File: src/rtl/hilo_muldiv_ctrl_pkg.sv
// Shared types and constants for the HI/LO multiply/divide controller.
package muldiv_pkg;

    typedef enum logic [1:0] {
        OP_MULT  = 2'd0,
        OP_MULTU = 2'd1,
        OP_DIV   = 2'd2,
        OP_DIVU  = 2'd3
    } muldiv_op_t;

    typedef enum logic [2:0] {
        IDLE,
        MUL,
        DIV_PREP,
        DIV_ITER,
        DZ
    } muldiv_state_t;

    // One prep cycle followed by 32 restoring iterations.
    localparam int DIV_BUSY_CYCLES = 33;

endpackage

File: src/rtl/hilo_muldiv_ctrl_if.sv
// Issue-side bus between execute and the HI/LO multiply/divide controller.
interface hilo_muldiv_ctrl_if;
    import muldiv_pkg::*;

    logic        start_valid;
    muldiv_op_t  op;
    logic [31:0] src_a;
    logic [31:0] src_b;
    logic        busy;
    logic        done;

    modport master (output start_valid, op, src_a, src_b, input busy, done);
    modport slave  (input start_valid, op, src_a, src_b, output busy, done);

endinterface

File: src/rtl/hilo_muldiv_ctrl_div_iter.sv
// Unsigned radix-2 restoring divider core; sign handling and sequencing live in the controller.
module div_iter (
    input  logic        clk,
    input  logic        resetn,
    input  logic        load,
    input  logic        step,
    input  logic [31:0] dividend,
    input  logic [31:0] divisor,
    output logic [31:0] quo_step,
    output logic [31:0] rem_step
);

    logic [31:0] div_q;
    logic [31:0] quo_q;
    logic [32:0] rem_q;
    logic [32:0] rem_shift;
    logic [32:0] diff;
    logic [32:0] rem_next;
    logic [31:0] quo_next;

    // Bit 32 of the trial difference is set exactly when the shifted remainder is below the divisor.
    always_comb begin
        rem_shift = (rem_q << 1) | {32'd0, quo_q[31]};
        diff      = rem_shift - {1'b0, div_q};
        rem_next  = rem_shift;
        quo_next  = {quo_q[30:0], 1'b0};
        if (!diff[32]) begin
            rem_next = diff;
            quo_next = {quo_q[30:0], 1'b1};
        end
    end

    assign quo_step = quo_next;
    assign rem_step = rem_next[31:0];

    always_ff @(posedge clk or negedge resetn) begin
        if (!resetn) begin
            div_q <= '0;
            quo_q <= '0;
            rem_q <= '0;
        end else if (load) begin
            div_q <= divisor;
            quo_q <= dividend;
            rem_q <= '0;
        end else if (step) begin
            quo_q <= quo_next;
            rem_q <= rem_next;
        end
    end

endmodule

File: src/rtl/hilo_muldiv_ctrl.sv
// Owns HI/LO, sequences multi-cycle MULT/MULTU/DIV/DIVU and arbitrates MTHI/MTLO writes.
module hilo_muldiv_ctrl
    import muldiv_pkg::*;
#(
    parameter int MUL_LAT   = 3,
    parameter int DIV_ITERS = 32
) (
    input  logic                 clk,
    input  logic                 resetn,
    hilo_muldiv_ctrl_if.slave    bus,
    input  logic                 flush,
    input  logic                 hi_writeW,
    input  logic                 lo_writeW,
    input  logic [31:0]          wdataW,
    output logic [31:0]          hi,
    output logic [31:0]          lo
);

    localparam logic [5:0] MUL_LAST = 6'(MUL_LAT - 1);
    localparam logic [5:0] DIV_LAST = 6'(DIV_ITERS - 1);

    muldiv_state_t state;
    muldiv_state_t state_next;
    logic [5:0]    cnt;
    logic [31:0]   a_q;
    logic [31:0]   b_q;
    muldiv_op_t    op_q;
    logic [63:0]   product_q;

    logic          accept;
    logic          start_is_div;
    logic          start_signed;
    logic [63:0]   mul_a;
    logic [63:0]   mul_b;
    logic          div_signed;
    logic          neg_a;
    logic          neg_b;
    logic [31:0]   abs_a;
    logic [31:0]   abs_b;
    logic          core_load;
    logic          core_step;
    logic [31:0]   quo_step;
    logic [31:0]   rem_step;
    logic          complete;
    logic [31:0]   res_hi;
    logic [31:0]   res_lo;

    assign accept       = (state == IDLE) && bus.start_valid && !flush;
    assign start_is_div = (bus.op == OP_DIV) || (bus.op == OP_DIVU);
    assign start_signed = (bus.op == OP_MULT);
    assign mul_a        = {{32{start_signed & bus.src_a[31]}}, bus.src_a};
    assign mul_b        = {{32{start_signed & bus.src_b[31]}}, bus.src_b};

    assign div_signed = (op_q == OP_DIV);
    assign neg_a      = div_signed & a_q[31];
    assign neg_b      = div_signed & b_q[31];
    assign abs_a      = neg_a ? -a_q : a_q;
    assign abs_b      = neg_b ? -b_q : b_q;

    div_iter u_div_iter (
        .clk      (clk),
        .resetn   (resetn),
        .load     (core_load),
        .step     (core_step),
        .dividend (abs_a),
        .divisor  (abs_b),
        .quo_step (quo_step),
        .rem_step (rem_step)
    );

    always_ff @(posedge clk or negedge resetn) begin
        if (!resetn) begin
            state <= IDLE;
        end else begin
            state <= state_next;
        end
    end

    // A flush while busy abandons the operation, including one that would complete this edge.
    always_comb begin
        state_next = state;
        complete   = 1'b0;
        core_load  = 1'b0;
        core_step  = 1'b0;
        res_hi     = '0;
        res_lo     = '0;
        case (state)
            IDLE: begin
                if (accept) begin
                    if (!start_is_div) begin
                        state_next = MUL;
                    end else if (bus.src_b == 32'd0) begin
                        state_next = DZ;
                    end else begin
                        state_next = DIV_PREP;
                    end
                end
            end
            MUL: begin
                if (cnt == MUL_LAST) begin
                    complete   = 1'b1;
                    res_hi     = product_q[63:32];
                    res_lo     = product_q[31:0];
                    state_next = IDLE;
                end
            end
            DIV_PREP: begin
                core_load  = 1'b1;
                state_next = DIV_ITER;
            end
            DIV_ITER: begin
                core_step = 1'b1;
                if (cnt == DIV_LAST) begin
                    complete   = 1'b1;
                    res_hi     = neg_a ? -rem_step : rem_step;
                    res_lo     = (neg_a ^ neg_b) ? -quo_step : quo_step;
                    state_next = IDLE;
                end
            end
            DZ: begin
                complete   = 1'b1;
                res_hi     = a_q;
                res_lo     = 32'hFFFF_FFFF;
                state_next = IDLE;
            end
            default: state_next = IDLE;
        endcase
        if (flush && (state != IDLE)) begin
            state_next = IDLE;
            complete   = 1'b0;
            core_load  = 1'b0;
            core_step  = 1'b0;
        end
    end

    assign bus.busy = (state != IDLE);
    assign bus.done = complete;

    always_ff @(posedge clk or negedge resetn) begin
        if (!resetn) begin
            cnt <= '0;
        end else if ((state_next == state) && ((state == MUL) || (state == DIV_ITER))) begin
            cnt <= cnt + 6'd1;
        end else begin
            cnt <= '0;
        end
    end

    always_ff @(posedge clk or negedge resetn) begin
        if (!resetn) begin
            a_q       <= '0;
            b_q       <= '0;
            op_q      <= OP_MULT;
            product_q <= '0;
        end else if (accept) begin
            a_q       <= bus.src_a;
            b_q       <= bus.src_b;
            op_q      <= bus.op;
            product_q <= mul_a * mul_b;
        end
    end

    // Completion beats a same-edge MTHI/MTLO: the retiring move is older than the mul/div.
    always_ff @(posedge clk or negedge resetn) begin
        if (!resetn) begin
            hi <= '0;
            lo <= '0;
        end else if (complete) begin
            hi <= res_hi;
            lo <= res_lo;
        end else begin
            if (hi_writeW) hi <= wdataW;
            if (lo_writeW) lo <= wdataW;
        end
    end

endmodule

File: src/flat_wrapper.sv
// flat-port wrapper written by rule: the top's interface ports become plain ports
module hilo_muldiv_ctrl_flat import muldiv_pkg::*;
#(
    parameter int MUL_LAT   = 3,
    parameter int DIV_ITERS = 32
)
  (clk, resetn, flush, hi_writeW, lo_writeW, wdataW, hi, lo, bus_start_valid, bus_op, bus_src_a, bus_src_b, bus_busy, bus_done);
  hilo_muldiv_ctrl_if bus_i ();
  input  logic clk;
  input  logic resetn;
  input  logic flush;
  input  logic hi_writeW;
  input  logic lo_writeW;
  input  logic [31:0] wdataW;
  output logic [31:0] hi;
  output logic [31:0] lo;
  input wire logic [$bits(bus_i.start_valid)-1:0] bus_start_valid;
  input wire logic [$bits(bus_i.op)-1:0] bus_op;
  input wire logic [$bits(bus_i.src_a)-1:0] bus_src_a;
  input wire logic [$bits(bus_i.src_b)-1:0] bus_src_b;
  output wire logic [$bits(bus_i.busy)-1:0] bus_busy;
  output wire logic [$bits(bus_i.done)-1:0] bus_done;
  assign bus_i.start_valid = bus_start_valid;
  assign bus_i.op = bus_op;
  assign bus_i.src_a = bus_src_a;
  assign bus_i.src_b = bus_src_b;
  assign bus_busy = bus_i.busy;
  assign bus_done = bus_i.done;
  hilo_muldiv_ctrl #(.MUL_LAT(MUL_LAT), .DIV_ITERS(DIV_ITERS)) u_core (.clk(clk), .resetn(resetn), .bus(bus_i), .flush(flush), .hi_writeW(hi_writeW), .lo_writeW(lo_writeW), .wdataW(wdataW), .hi(hi), .lo(lo));
endmodule
File: config.mk
export PLATFORM = sky130hd
export DESIGN_NAME = hilo_muldiv_ctrl_flat
export DESIGN_NICKNAME = d
export VERILOG_FILES = /design/src/rtl/hilo_muldiv_ctrl_pkg.sv /design/src/rtl/hilo_muldiv_ctrl_if.sv /design/src/rtl/hilo_muldiv_ctrl_div_iter.sv /design/src/rtl/hilo_muldiv_ctrl.sv /design/src/flat_wrapper.sv
export SDC_FILE = /design/constraint.sdc
export NUM_CORES = 2
export LEC_CHECK = 0
export BUFFER_PORTS_ARGS = -buffer_cell sky130_fd_sc_hd__buf_2
export CORE_ASPECT_RATIO = 1.1
export CORE_UTILIZATION = 60
export CTS_CLUSTER_SIZE = 14
export DETAILED_ROUTE_END_ITERATION = 6
export PLACE_DENSITY = 0.87
export SYNTH_ARGS = -nofsm -noshare
export SYNTH_HDL_FRONTEND = slang
export SYNTH_HIERARCHICAL = 1
export SYNTH_SLANG_ARGS = --single-unit
File: constraint.sdc
create_clock -name clk -period 16.2 [get_ports clk]
set_clock_uncertainty 0.2 [all_clocks]
set_input_delay 4.86 -clock clk [delete_from_list [all_inputs] [get_ports clk]]
set_output_delay 4.86 -clock clk [all_outputs]
set_load 0.1 [all_outputs]
Yosys cells after proc, flatten, opt, wreduce, memory -nomap -nowiden
Cells that the tools add are included.
{"block": "totals", "latchBits": 0, "romBits": 0, "wordCells": 84, "input_bits": 104, "n_memories": 0, "regBits": 299, "mem_bits_rw": 0}
{"block": "op_classes", "n_addsub": 6, "div_mod_pow": 0, "reduce_logical": 14, "bitwise": 6, "magnitude_cmp": 0, "n_shift": 0, "multipliers": 1, "n_eq_ne": 10, "n_mux": 36}
{"op": "32-bit two-way mux", "n": 17}
{"op": "32-bit one-hot mux with 3 select lines", "n": 2}
{"op": "32-bit negation", "n": 4}
{"op": "33-bit by 33-bit multiplier with 64-bit output", "n": 1}
{"op": "33-bit by 1-bit OR with 33-bit output", "n": 1}
{"op": "33-bit by 32-bit subtractor with 33-bit output", "n": 1}
{"op": "32-bit zero test", "n": 1}
{"op": "3-bit two-way mux", "n": 6}
{"op": "3-bit one-hot mux with 4 select lines", "n": 1}
{"op": "1-bit two-way mux", "n": 8}
{"op": "6-bit by 1-bit adder with 6-bit output, second input constant", "n": 1}
{"op": "2-bit equality test, second input constant", "n": 3}
{"op": "3-bit by 2-bit equality test with 1-bit output, second input constant", "n": 2}
{"op": "6-bit by 2-bit equality test with 1-bit output, second input constant", "n": 1}
{"op": "6-bit by 5-bit equality test with 1-bit output, second input constant", "n": 1}
{"op": "6-bit two-way mux", "n": 1}
{"op": "2-bit nonzero test", "n": 3}
{"op": "1-bit AND", "n": 4}
{"op": "1-bit logical AND", "n": 4}
{"op": "3-bit by 1-bit equality test with 1-bit output, second input constant", "n": 1}
{"op": "3-bit equality test", "n": 1}
{"op": "3-bit equality test, second input constant", "n": 1}
{"op": "3-bit zero test", "n": 1}
{"op": "1-bit one-hot mux with 3 select lines", "n": 1}
{"op": "other kinds (5)", "n": 6}

Longest topological paths before layout
{"block": "logic_depth", "word_depth": 9, "ltp_mapped": 32, "depth_no_buf": 29}

Modules after synthesis
Netlist, hierarchy kept.
{"mod": "hilo_muldiv_ctrl", "cells_each": 5597, "area_each_um2": 49540.0, "n_inst": 1, "seq_area_each_um2": 5079.9}
{"mod": "div_iter", "cells_each": 755, "area_each_um2": 6510.0, "n_inst": 1, "seq_area_each_um2": 2402.3}

Worst setup path before layout
Ideal clock, no wire load.
{"block": "synth_path", "kind": "in2reg", "start": "input bus_op[1]", "end": "register u_core.product_q[63]", "t_required_ns": 15.871, "slack_ns": 3.193, "arrival_time_ns": 12.678, "path_buffers": 3, "stages": 30, "cell_sequence": "nor2_1 > and2_0 > clkbuf_1 > clkbuf_1 > nand2_1 > inv_1 > fa_1 > fa_1 > fa_1 > inv_1 > fa_1 > inv_1 > fa_1 > fa_1 > inv_1 > fa_1 > fa_1 > inv_1 > ha_1 > buf_4 > and4_1 > or3b_4 > nor4_4 > nand2_1 > a211o_1 > nand3_2 > a31oi_2 > o41ai_2 > xnor2_1 > o21ai_1"}
{"block": "synth_via", "elab_chain_cells": 3}
{"element": "start: declaration", "line_no": "flat_wrapper.sv:18", "source": "input wire logic [$bits(bus_i.op)-1:0] bus_op;"}
{"element": "2-bit zero test (*)", "line_no": "hilo_muldiv_ctrl.sv:50", "source": "assign start_signed = (bus.op == OP_MULT);"}
{"element": "1-bit AND (on tied branches)", "line_no": "hilo_muldiv_ctrl.sv:51, hilo_muldiv_ctrl.sv:52"}
{"element": "33-bit by 33-bit multiplier with 64-bit output (*)", "line_no": "hilo_muldiv_ctrl.sv:159", "source": "product_q <= mul_a * mul_b;"}
{"element": "end signal: assignment", "line_no": "hilo_muldiv_ctrl.sv:159"}
{"element": "end: declaration", "line_no": "hilo_muldiv_ctrl.sv:28", "source": "logic [63:0] product_q;"}
Mark *: on every way between the ends. The rest lies on a longest branch, timed or not.
A chain may end at the register's enable or synchronous reset.

Final worst setup path
Ends and elaborated chain as after synthesis.

==> impl_metrics.env <==
export IMPL_outcome="complete, but fails checks"
export IMPL_violations="DRC"
export IMPL_synth_area_top_cells="fa_1 40%, dfrtp_1 13%, inv_1 8.5%"
export IMPL_rows=117
export IMPL_initial_core_util=0.606
export IMPL_synth_edff_count=0
export IMPL_grt_pass1_vias=47800
export IMPL_antenna_found_initial=8
export IMPL_post_route_period_util=0.862
export IMPL_cp_slowest_cell="and2_0"
export IMPL_timing_slew_headroom=0.161
export IMPL_drt_total_wl_um=168000
export IMPL_endpoint_kind="flop"
export IMPL_ys_async_sr_fraction=1.00
export IMPL_critPathRequiredTime_ns=16.42
export IMPL_die_area_um2=94600
export IMPL_fp_coreArea_um2=92500
export IMPL_grt_pass1_wl_um=262000
export IMPL_drt_iter0_drc=5046
export IMPL_ys_seq_area_frac=0.133
export IMPL_cts_setup_buffers=0
export IMPL_final_antenna_net_count=0
export IMPL_grt_setup_unrepaired="no"
export IMPL_crit_type="in2reg"
export IMPL_fp_dieH_um=323
export IMPL_critical_path_top_delay_family="adder cells"
export IMPL_hpwl_um=127000
export IMPL_synth_fp_nets=7832
export IMPL_cts_buffers=29
export IMPL_cts_buffer_depth=3
export IMPL_maxCapViolCount=0
export IMPL_clk_latency_ns=0.59
export IMPL_final_setup_tns_ns=0
export IMPL_drc_errors=19
export IMPL_cts_tree="yes"
export IMPL_drive_above_1_share=0.0572
export IMPL_cts_sinks=299
export IMPL_synth_largest_area_cell="fa_1"
export IMPL_clkTransAtPathRegs_ns=0.07
export IMPL_top_level_ports=170
export IMPL_hp_class="reg2reg"
export IMPL_final_util=0.629
export IMPL_fp_dieW_um=293
export IMPL_critPathMaxFanout=15
export IMPL_root_buffer="clkbuf_16"
export IMPL_cts_hold_buffers=0
export IMPL_wl_per_cell_um=22.5
export IMPL_yosysWarnings=6
export IMPL_cp_buffers_inverters=6
export IMPL_cpPeakStageDelay_ns=1.01
export IMPL_num_vias=45200
export IMPL_crit_top_cell="fa_1"
export IMPL_fmax_mhz=71.6
export IMPL_timing_final_crit_period_ns=13.96
export IMPL_hold_slack_ns=0.278
export IMPL_synthCells=6352
export IMPL_synth_seq_cells=299
export IMPL_htreeDepth=1
export IMPL_synthFlopType="dfrtp_1"
export IMPL_place_gp_congestion=1.03
export IMPL_syn_mean_instance_area_um2=8.82
export IMPL_synthToLayoutAreaGrowth_pct=3.83
export IMPL_nNetsFinal=7680
export IMPL_setup_viol=0
export IMPL_synth_top_area_frac=0.402
export IMPL_grt_max_degree=107
export IMPL_worst_ep_arrival_time_ns=14.18
export IMPL_startpoint_type="primary input"
export IMPL_drt_pass1_iterations=7
export IMPL_avgViaCountPerCell=6.04
export IMPL_synth_area_um2=56100
export IMPL_drv_slew=0
export IMPL_track_usage=0.360
export IMPL_hold_viol_final=0
export IMPL_grt_overflow_total=0
export IMPL_post_cts_resized=0
export IMPL_final_common_cell="inv_1"
export IMPL_final_cell_mix="1,265 x inv_1, 1,212 x nand2_1, 1,126 x fa_1, 299 x dfrtp_1, 275 x and2_1"
export IMPL_synth_cell_type_count=93
export IMPL_worstMarginPinSlew_ns=1.26
export IMPL_portBuffers=169
## logic make-up (layout without fill, tap and decap cells)
logic type / after synthesis / in the layout / synth area share
fa+ha+maj: 1376 / 1376 / 0.458
flops: 299 / 299 / 0.133
xor+xnor: 220 / 220 / 0.0344
buf+inv: 1674 / 1542 / 0.115
other cells: 0 / 5 / 0
compound gates: 734 / 734 / 0.0841
simple gates: 1952 / 1952 / 0.157
mux: 97 / 97 / 0.0181
## sequential cells by signal, indices dropped and copies added, names as in the netlist
name and cells:
u_core/b_q 32, u_core/u_div_iter/div_q 32, u_core/u_div_iter/quo_q 32, u_core/cnt 6
u_core/state 3, u_core/a_q 32, u_core/lo 32, u_core/product_q 64
u_core/u_div_iter/rem_q 32, u_core/hi 32, u_core/op_q 2
## path summary, 6_finish.rpt
kind                                                        start                                      end  slack [ns]  cells after the start
max                                                     bus_op[1]         u_core/product_q[63]$_DFFE_PN0P_        2.24                     28
min                               u_core/product_q[2]$_DFFE_PN0P_          u_core/product_q[2]$_DFFE_PN0P_        0.28                      2
max reg2reg                u_core/u_div_iter/div_q[0]$_DFFE_PN0P_                u_core/hi[26]$_DFFE_PN0P_        9.54                     21
min reg2reg                       u_core/product_q[2]$_DFFE_PN0P_          u_core/product_q[2]$_DFFE_PN0P_        0.28                      2
max in group asynchronous                                  resetn          u_core/product_q[0]$_DFFE_PN0P_        9.41                      3
min in group asynchronous                                  resetn  u_core/u_div_iter/rem_q[30]$_DFFE_PN0P_        4.08                      1
## cell type report
class | count | area (um2)
repair buffers | 225 | 1280
well taps | 1249 | 1560
diodes | 5 | 12.5
flip-flops and latches | 299 | 7480
clock buffers | 38 | 810
fillers | 7294 | 34300
clock inverters | 13 | 144
multi-input cells | 4379 | 42200
inverters | 1266 | 4750
## routing by layer
layer | vias up | wire (um) | share of wire | global-route usage
met2 | 3009 | 77000 | 0.46 | 0.573
met5 | - | 82 | 0.00049 | 0
li1 | 18900 | - | - | -
met1 | 22500 | 59000 | 0.35 | 0.439
met4 | 14 | 12300 | 0.074 | 0.233
met3 | 732 | 19300 | 0.12 | 0.0905
## worst reg2reg max path, delay by kind of cell (launching register included)
kind,cells,cell delay [ns]
flip-flops,1,0.44
AND/OR/NAND/NOR,4,1.30
XOR/XNOR,1,0.18
multiplexers,1,0.55
AO/OA/AOI/OAI,11,2.61
buffers and inverters,2,0.57
adder cells (fa/ha/maj),2,0.66
## metrics by stage
stage               std cells  worst slack [ns]  cell area [um2]
detailed placement       7418              1.86            57200
global route             7470              1.98            58200
finish                   7474              2.24            58200
floorplan                6352              3.19            56100
global placement         7418              1.98            57200
CTS                      7469              2.46            58200
## cells in the mapped netlist (15+ instances only)
cell type  count
inv_1       1266
nand2_1     1212
fa_1        1126
clkbuf_1     360
dfrtp_1      299
and2_1       275
ha_1         250
a21oi_1      210
nor2_1       193
o21ai_0      193
xnor2_1      125
xor2_1        95
mux2i_1       70
a211oi_1      43
nor2b_1       41
a21o_1        39
o21a_1        37
and3_1        34
buf_4         34
nor3_1        33
a222oi_1      30
nand3_1       29
mux2_2        25
a221oi_1      23
nor4_1        23
a31oi_1       22
o31ai_1       22
nand4_1       19
or3_1         17
o21bai_1      16
a2111oi_0     15
Power is left out: the tool's default activity adds up to more than one toggle a clock period on the data nets, which glitch-free logic cannot reach.
